$ cat src/rtl/decode_in_stim_driver.sv
// decode_in_stim_driver: FIFO-buffered stimulus driver for the decode stage input bus
module decode_in_stim_driver #(
   parameter int                 INSTR_W   = 16,
   parameter int                 NPC_W     = 16,
   parameter int                 DEPTH     = 4,
   parameter int                 AUTO_NPC  = 0,
   parameter logic [NPC_W-1:0]   NPC_RESET = 16'h3000,
   parameter logic [INSTR_W-1:0] NOP_INSTR = 16'h0000
) (
   input  logic                       clock,
   input  logic                       reset,
   input  logic                       push_valid,
   output logic                       push_ready,
   input  logic [INSTR_W-1:0]         push_instr,
   input  logic [NPC_W-1:0]           push_npc,
   input  logic                       flush,
   input  logic                       enable_decode,
   output logic [INSTR_W-1:0]         Instr_dout,
   output logic [NPC_W-1:0]           npc_in,
   output logic                       out_valid,
   output logic [$clog2(DEPTH):0]     count,
   output logic [15:0]                underrun_cnt
);
   localparam int PW = $clog2(DEPTH);
   localparam int CW = PW + 1;
   logic [INSTR_W-1:0] mem_instr [DEPTH];
   logic [NPC_W-1:0]   mem_npc [DEPTH];
   logic [PW-1:0]      wr_ptr, rd_ptr;
   logic [NPC_W-1:0]   npc_cnt;
   logic               push, pop, under;
   assign push_ready = reset && (count != CW'(DEPTH));
   assign push       = push_valid && push_ready && !flush;
   assign pop        = enable_decode && (count != '0) && !flush;
   assign under      = enable_decode && (count == '0) && !flush;
   always_ff @(posedge clock)
      if (push) begin
         mem_instr[wr_ptr] <= push_instr;
         mem_npc[wr_ptr]   <= push_npc;
      end
   always_ff @(posedge clock or negedge reset)
      if (!reset) begin
         Instr_dout   <= NOP_INSTR;
         npc_in       <= NPC_RESET;
         out_valid    <= 1'b0;
         count        <= '0;
         underrun_cnt <= '0;
         wr_ptr       <= '0;
         rd_ptr       <= '0;
         npc_cnt      <= NPC_RESET;
      end else if (flush) begin
         Instr_dout <= NOP_INSTR;
         out_valid  <= 1'b0;
         count      <= '0;
         wr_ptr     <= '0;
         rd_ptr     <= '0;
         npc_cnt    <= NPC_RESET;
      end else begin
         if (push) wr_ptr <= wr_ptr + 1'b1;
         if (pop) begin
            rd_ptr     <= rd_ptr + 1'b1;
            Instr_dout <= mem_instr[rd_ptr];
            npc_in     <= (AUTO_NPC != 0) ? npc_cnt : mem_npc[rd_ptr];
            out_valid  <= 1'b1;
            npc_cnt    <= npc_cnt + 1'b1;
         end
         if (under) begin
            Instr_dout <= NOP_INSTR;
            out_valid  <= 1'b0;
            if (underrun_cnt != '1) underrun_cnt <= underrun_cnt + 1'b1;
         end
         count <= count + CW'(push) - CW'(pop);
      end
endmodule

$ cat config.mk
export PLATFORM = sky130hd
export DESIGN_NAME = decode_in_stim_driver
export DESIGN_NICKNAME = d
export VERILOG_FILES = /design/src/rtl/decode_in_stim_driver.sv
export SDC_FILE = /design/constraint.sdc
export NUM_CORES = 1
export LEC_CHECK = 0
export CAP_MARGIN = 20
export CORE_MARGIN = 4
export CORE_UTILIZATION = 55
export CTS_CLUSTER_DIAMETER = 40
export DETAILED_ROUTE_END_ITERATION = 10
export GPL_ROUTABILITY_DRIVEN = 0
export GPL_TIMING_DRIVEN = 1
export PLACE_DENSITY = 0.83
export SLEW_MARGIN = 30
export SYNTH_ARGS = -nofsm -noshare
export SYNTH_HDL_FRONTEND = slang
export SYNTH_SLANG_ARGS = --single-unit
export TNS_END_PERCENT = 30
$ cat constraint.sdc
create_clock -name clock -period 3.3 [get_ports clock]
set_input_delay 0.495 -clock clock [delete_from_list [all_inputs] [get_ports clock]]
set_output_delay 0.495 -clock clock [all_outputs]
set_load 0.01 [all_outputs]
# After elaboration in Yosys (flattened, before gate mapping)
# Memory sizes are Yosys's and may differ from the RTL's. A register that Yosys moved wholly into a read port is not among the register bits.
# Index checks and enable logic that the tools add are counted.
# Widths: inputs -> output; s select.
# totals
regBits	40
ram_bits	128
input_bits	37
output_inout_bits	53
word_cells	45
n_memories	2
# memory_table
name	depth	width	rd	rd_ports_with_merged_regs	write_ports	line	text
mem_instr	4	16	1	0	1	26	logic [INSTR_W-1:0] mem_instr [DEPTH];
mem_npc	4	16	1	1	1	27	logic [NPC_W-1:0] mem_npc [DEPTH];
# classes
add_sub_neg	5
eq_ne	2
muxes	13
n_bitwise	1
reduce_logical	16
# ops
operator	count
$mux 16	3
$add 16x1->16 const B	1
$ne 16x16->1 const B	1
$mux 2	4
$logic_and 1x1->1	7
$reduce_bool 3->1	2
$mux 1	5
$add 2x1->2 const B	2
$reduce_bool 2->1	2
$add 3x1->3	1
$logic_not 3->1	1
$mux 3	1
$ne 3x3->1 const B	1
$reduce_and 3->1	1
$sub 3x1->3	1
$logic_not 1->1	2
$reduce_and 2->1	1
$not 1->1	1

# Depth between registers and ports, before layout
# logic_depth
depth_word	7
ltp_mapped	11
depth_no_buf	11

# Least setup slack after synthesis
# OpenSTA, ideal clock, no wires.
# synth_path
path_type	input to register
startpoint	input flush
endpoint	register count[2]
setup_ps	132
t_arrival_ps	2351
required_ps	3168
setup_slack_ps	818
cell_stages	10
path_buffers	2
path_cell_list	clkbuf_1 > nor2_1 > clkbuf_1 > ha_1 > inv_1 > ha_1 > inv_1 > fa_1 > xnor2_1 > nor2_1
# synth_via
elab_chain_cells	5
word_cells_on_any_way	6
classes_between	2 x add/sub; 1 x mux; 3 x reduce/logical
# synth_rtl
element	line	text
start: declaration	16	input logic flush,
$logic_not 1->1	32, 33	
$logic_and 1x1->1	32	assign push = push_valid && push_ready && !flush;
$add 3x1->3	71	count <= count + CW'(push) - CW'(pop);
$sub 3x1->3	71	
$mux 3 *	50	end else if (flush) begin
end signal: assignment	71	
end: declaration	21	output logic [$clog2(DEPTH):0] count,
# Every way passes the cells marked *; elsewhere a longest branch is shown, timed or not.
# A chain may end at the register's enable or synchronous reset.

# Worst setup path after layout
# layout_path
startpoint	register count[1]
endpoint	register count[2]
# layout_via
elab_chain_cells	7
word_cells_on_any_way	10
classes_between	2 x add/sub; 1 x eq/ne; 1 x mux; 6 x reduce/logical
# layout_rtl
element	line	text
$ne 3x3->1	31	assign push_ready = reset && (count != CW'(DEPTH));
$logic_and 1x1->1	31	
$logic_and 1x1->1 (2 in a row)	32	
$add 3x1->3	71	
$sub 3x1->3 *	71	
$mux 3 *	50	
# Marked as above.

==> flow_summary.toml <==
[outcome]
outcome = "finished clean"

[power_and_ir_drop]
peakVddDrop_mv = 0.548
total_power_uw = 6380
combPwrFrac_pct = 19.9
power_frac_seq_pct = 46.5
cellInternalPower_uw = 4830
p_sw_uw = 1550
cellLeakagePower_uw = 0.00319
clock_power_share_pct = 33.6
p_sw_share_pct = 24.3
power_density_nw_per_um2 = 724

[critical_path]
reg2reg_slack_ps = 410
worstSetupEndpointType = "register"
critPathMaxFanout = 7
worst-endpoint-arrival_ps = 3170
critPathLaunchType = "register"
reg2reg_to = "count[2]"
crit_type = "reg -> reg"
cp.required_ps = 3580
r2r-start = "count[1]"
reg2reg_depth = 10

[finish]
area_growth_pct = 25.1
antenna_cells = 0
multi_input_area_um2 = 1720
nFillCells = 830
final_area_um2 = 8810
drive_gt1_share_pct = 22.5
seq_area_um2 = 5250
nets = 507

[clocking]
clk_pin_slew_ps = 60
clk_path_buf_depth = 2
post-cts-setup-buffer-count = 0
holdBufCountCts = 0
ctsResizeCount = 0
cts.sinks = 184
cts_tree = "built"
htree_levels = 4
numCtsBuffers = 17
clock_latency_ps = 420
cts_root_buf = "clkbuf_16"

[floorplan]
core_area_um2 = 12600
rows = 41
die_w_um = 121
ioPinCount = 90
start_util_pct = 56.1
die_h_um = 121
dieArea_um2 = 14700

[timing]
relSlewSlack_pct = 35.3
tightestPinTransition_ps = 958
drv_slew = 0
max_freq_mhz = 346
rsz0062_at_grt = "no"
fin_crit_ps = 2890
period_share_pct = 87.5
timing_hold_violations_final = 0
setup_slack_ps = 413
setup_viol = 0
finalSetupTns_ps = 0
fin_skew_ps = 7.56

[synth]
syn_area_per_cell_um2 = 19.7
netlist_instances = 358
synthAdderAreaFrac_pct = 1.53
synth_compound_area_share_pct = 3.29
yosysTopAreaCellShare_pct = 54.6
muxShareOfSynthArea_pct = 13.5
synth_top_family_by_area = "multiplexers"
synth_async_sr_flop_share_pct = 30.4
yosysTopAreaCell = "edfxtp_1"
ys_types = 39
synth_area_leaders = "edfxtp_1 55%, dfrtp_1 19%, mux4_2 10%"
ys.flop_type = "edfxtp_1"
syn_nets = 403
syn_area_um2 = 7050
yosysSeqAreaShare_pct = 74.5
synth_xor_area_share_pct = 1.86
synth_edf_count = 128
yosysWarningCount = 0
yosys.area_share.simple_pct = 4.05
ys_ff_latch = 184

[routing]
wl_mm = 13.0
post_drt_via_cell_ratio = 5.64
num_vias = 3651
firstDrtPassIters = 5
routedWlPerCell_um = 20.0
antenna_left = 0
post-route-drc-count = 0
drtIter0Drc = 314

[placed_design]
dpl.hpwl_mm = 7.69
io_buffers = 89
dp_slack_ps = 399
place_area_um2 = 8170

[global_route]
grt_pass1_wl_mm = 21.1
grt_max_degree = 57
grtUsageTotal_pct = 19.4
grt_pass1_vias = 3901
antenna_found_initial = 0
overflow = 0

[hold_path]
hold_path.class = "in -> async"

[job]
max_cap_viol_count = 0
-- synth_stat cells (2+ instances only) --
library cell,instances
edfxtp_1,128
dfrtp_1,54
mux4_2,32
mux2_2,18
a22o_1,16
nor2_1,13
xor2_1,11
inv_1,10
clkbuf_1,7
ha_1,7
buf_2,6
nand2_1,6
nor3_1,6
and2_1,5
nand4_1,4
xnor2_1,4
nor4_1,3
o21ai_0,3
a31oi_1,2
dfstp_2,2
nand3_1,2
o311ai_0,2
-- per-stage QoR --
| step | hold WS [ps] | cells | utilization, % |
|---|---|---|---|
| floorplan | 199 | 358 | - |
| global placement | 460 | 615 | 65.0 |
| detailed placement | 466 | 615 | 65.0 |
| CTS | 315 | 647 | 70.1 |
| global route | 332 | 647 | 70.1 |
| finish | 270 | 647 | 70.1 |
-- worst max-delay path: stages (launching register included) --
cell and delay, ps:
dfrtp_1 460, o311ai_0 870, nor2_1 220, inv_1 110, ha_1 230, inv_1 60
ha_1 130, inv_1 50, fa_1 380, xnor2_1 180, nor2_1 60
-- cell families (layout without fill, tap and decap cells) --
kind of cell	Yosys count	in the layout
xor+xnor	15	15
fa+ha+maj	8	8
buf+inv	23	140
simple gates	47	47
mux	52	52
flops	184	184
compound gates	29	29
-- power by group through the flow --
stage	sequential, uW	clock [uW]	combinational (uW)
after CTS	2980	2190	1290
after floorplan	2980	0	681
after global placement	3000	0	1240
final	2970	2140	1270
after global routing	3010	2300	1370
after detailed placement	3010	0	1280
-- cell type report --
class	count	area share, %
clock inverter	10	1.90
multi-input combinational	151	19.5
tap	172	2.44
inverter	10	0.426
timing repair buffer	98	10.8
clock buffer	22	5.38
sequential	184	59.6
-- flip-flops by register name, summed over array words and instances (netlist names) --
name,flops
out_valid,1
mem_npc,64
Instr_dout,16
wr_ptr,2
count,3
underrun_cnt,16
rd_ptr,2
npc_in,16
mem_instr,64
-- cells in the final DEF (no fill, tap or decap), drive strengths merged, types with 10 or more instances in the layout --
| master | n |
|---|---|
| xor2 | 11 |
| inv | 11 |
| clkbuf | 22 |
| a22o | 16 |
| mux2 | 19 |
| edfxtp | 128 |
| dfrtp | 54 |
| clkdlybuf4s50 | 88 |
| mux4 | 32 |
| nor2 | 13 |
| buf | 10 |
-- metal layers --
metal / GRT usage [%] / wire (um) / vias up
met5: 0 / 0 / -
met4: 6.65 / 157 / 0
met3: 5.50 / 786 / 15
met2: 31.2 / 6630 / 116
met1: 25.8 / 5380 / 1893
li1: - / - / 1627
-- worst max path at each step --
stage | start | endpoint | slack, ps | cells after the start
after floorplan | flush | count[2] | 820 | 10
after global placement | push_valid | count[2] | 530 | 11
after detailed placement | push_valid | count[2] | 400 | 11
after CTS | count[1] | count[2] | 450 | 10
after global routing | count[2] | count[2] | 290 | 11
final | count[1] | count[2] | 410 | 10
Note: power is estimated with default switching activity, not from simulation.
==> RTL edit: new RTL, same flow settings <==
Set the parameter `AUTO_NPC` to 1 (it was 0).
--- a/src/rtl/decode_in_stim_driver.sv
+++ b/src/rtl/decode_in_stim_driver.sv
@@ -3,7 +3,7 @@
    parameter int                 INSTR_W   = 16,
    parameter int                 NPC_W     = 16,
    parameter int                 DEPTH     = 4,
-   parameter int                 AUTO_NPC  = 0,
+   parameter int                 AUTO_NPC  = 1,
    parameter logic [NPC_W-1:0]   NPC_RESET = 16'h3000,
    parameter logic [INSTR_W-1:0] NOP_INSTR = 16'h0000
 ) (
Check against the original RTL: not equivalent (Yosys sat finds a counterexample within 4 cycles, from zero or initial values and one cycle with reset low).
==> RTL edit against the original RTL <==
- worst setup slack improved by 270 ps
- sequential power down 31%
- utilization up 2.0 points
- total power down 25%
- global-route usage grew 0.68 points
- routed wire length down 17%
- cell area down 20%
- combinational power is 35% lower
- sequential cell count shrank 48
- area after synthesis is 21% lower
- critical path type unchanged
- highest routed layer unchanged
==> RTL edit: results (changes against the original RTL) <==
Status
  – Status: completed

Routing
  – Drt initial violations: 196 (-38%)
  – Via Count: 3345 (-8.4%)
  – Pre-Repair DR Iteration Count: 4 (-1)
  – Routed met2 length: 5360 microns (-19%)
  – WL final: 10700 microns (-17%)
  – Met1 wire length: 4550 microns (-15%)

Synthesis
  – Adder-Cell Fraction of Synth Area: 0.0217 (+0.00643)
  – Sequential-to-total area share from yosys stat: 0.674 (-0.0712)
  – Mapped Area: 5540 sq um (-21%)
  – Synth Area in Compound Gates: 0.0479 (+0.0151)
  – Distinct cells, synth: 40 (+2.6%)
  – Post-synth ARST share: 0.529 (+0.225)
  – Mux cell area share after synthesis: 0.106 (-0.0291)
  – Synth cell count leaders: dfrtp_1, edfxtp_1, nor2_1, xor2_1, mux2_2
  – Synth area leaders: edfxtp_1, dfrtp_1, mux4_2, mux2_2, xor2_1
  – Post-Synth XOR/XNOR Area: 0.0427 (+0.0241)

Timing
  – Clock skew: 8.04 ps (+0.479 ps)
  – Rel. slew slack: 0.431 (+0.0780)

Place
  – Detail Placement HPWL: 6600 microns (-14%)
  – Dpl cell area: 6450 sq um (-21%)
  – PortBufs: 73 (-18%)
  – Setup slack at placement: 506 ps (+107 ps)

Clocking
  – CTS Root Cell: clkbuf_8
  – Worst skew pair latency: 510 ps (+90 ps)

Global route
  – Total track usage: 0.201 (+0.00682)
  – Vias in the first global route: 3450 (-12%)
  – Largest net degree at the start of global routing: 73 (+28%)
  – First-pass GRT wire length: 17700 microns (-16%)

Critical path
  – Peak fanout along the critical path: 6 (-1)
  – Worst r2r src: count[2]
  – CP startpoint: count[2]
  – Crit path DAT: 3000 ps (-170 ps)

Power
  – Worst vdd ir: 0.000389 V (-29%)
  – P_leak: 0.00281 uW (-12%)

Cells and area
  – Fill count: 622 (-25%)
  – Final net count: 495 (-2.4%)
## RTL edit: changes by cell type after synthesis, moves of 4 or more
cell      delta
nand2_1     +11
xor2_1       +9
nor3_1       +7
and3_1       +4
nand4_1      +7
dfrtp_1     +14
nand3_1      +4
a21oi_1      +4
nor2_1       +9
edfxtp_1    -64
mux4_2      -16
## RTL edit: critical path: stages (launching register included)
cell and delay [ps]:
dfrtp_1 500, inv_1 100, o311ai_0 590, nor2_1 190, inv_1 100, ha_1 220, inv_1 50, ha_1 130
inv_1 50, fa_1 370, xnor2_1 160, nor2_1 50
## RTL edit: per-layer routing
metal,GRT usage,vias to the layer above
li1,-,1528
met1,0.264,1695
met2,0.327,112
met3,0.0543,10
met4,0.0676,0
met5,0,-
## RTL edit: final timing paths
path / to / slack, ps / cells after the start
max: count[2] / 680 / 11
min in group clock: out_valid / 480 / 1
min reg2reg: out_valid / 480 / 1
min: npc_in[3] / 130 / 2
max reg2reg: count[2] / 680 / 11
max in group asynchronous: underrun_cnt[0] / 2720 / 2
## RTL edit: cells by family after synthesis
family,Yosys count
XOR/XNOR,27
AO/OA/AOI/OAI,33
multiplexers,36
adder cells (fa/ha/maj),9
flip-flops,136
AND/OR/NAND/NOR,98
buffers and inverters,23
## RTL edit: layout make-up
cell class              count  area, sq um  share of cell area
inverters                   7         26.3             0.00373
well taps                 133          166              0.0236
multi-input cells         203         1720               0.243
clock inverters            14          181              0.0257
clock buffers              18          418              0.0593
flip-flops and latches    136         3730               0.529
repair buffers             84          815               0.116
## RTL edit: where the power goes
part	switching, uW	internal, uW	total, uW
clock network	681	1220	1900
logic	378	453	831
registers	138	1910	2050
total	1200	3580	4780
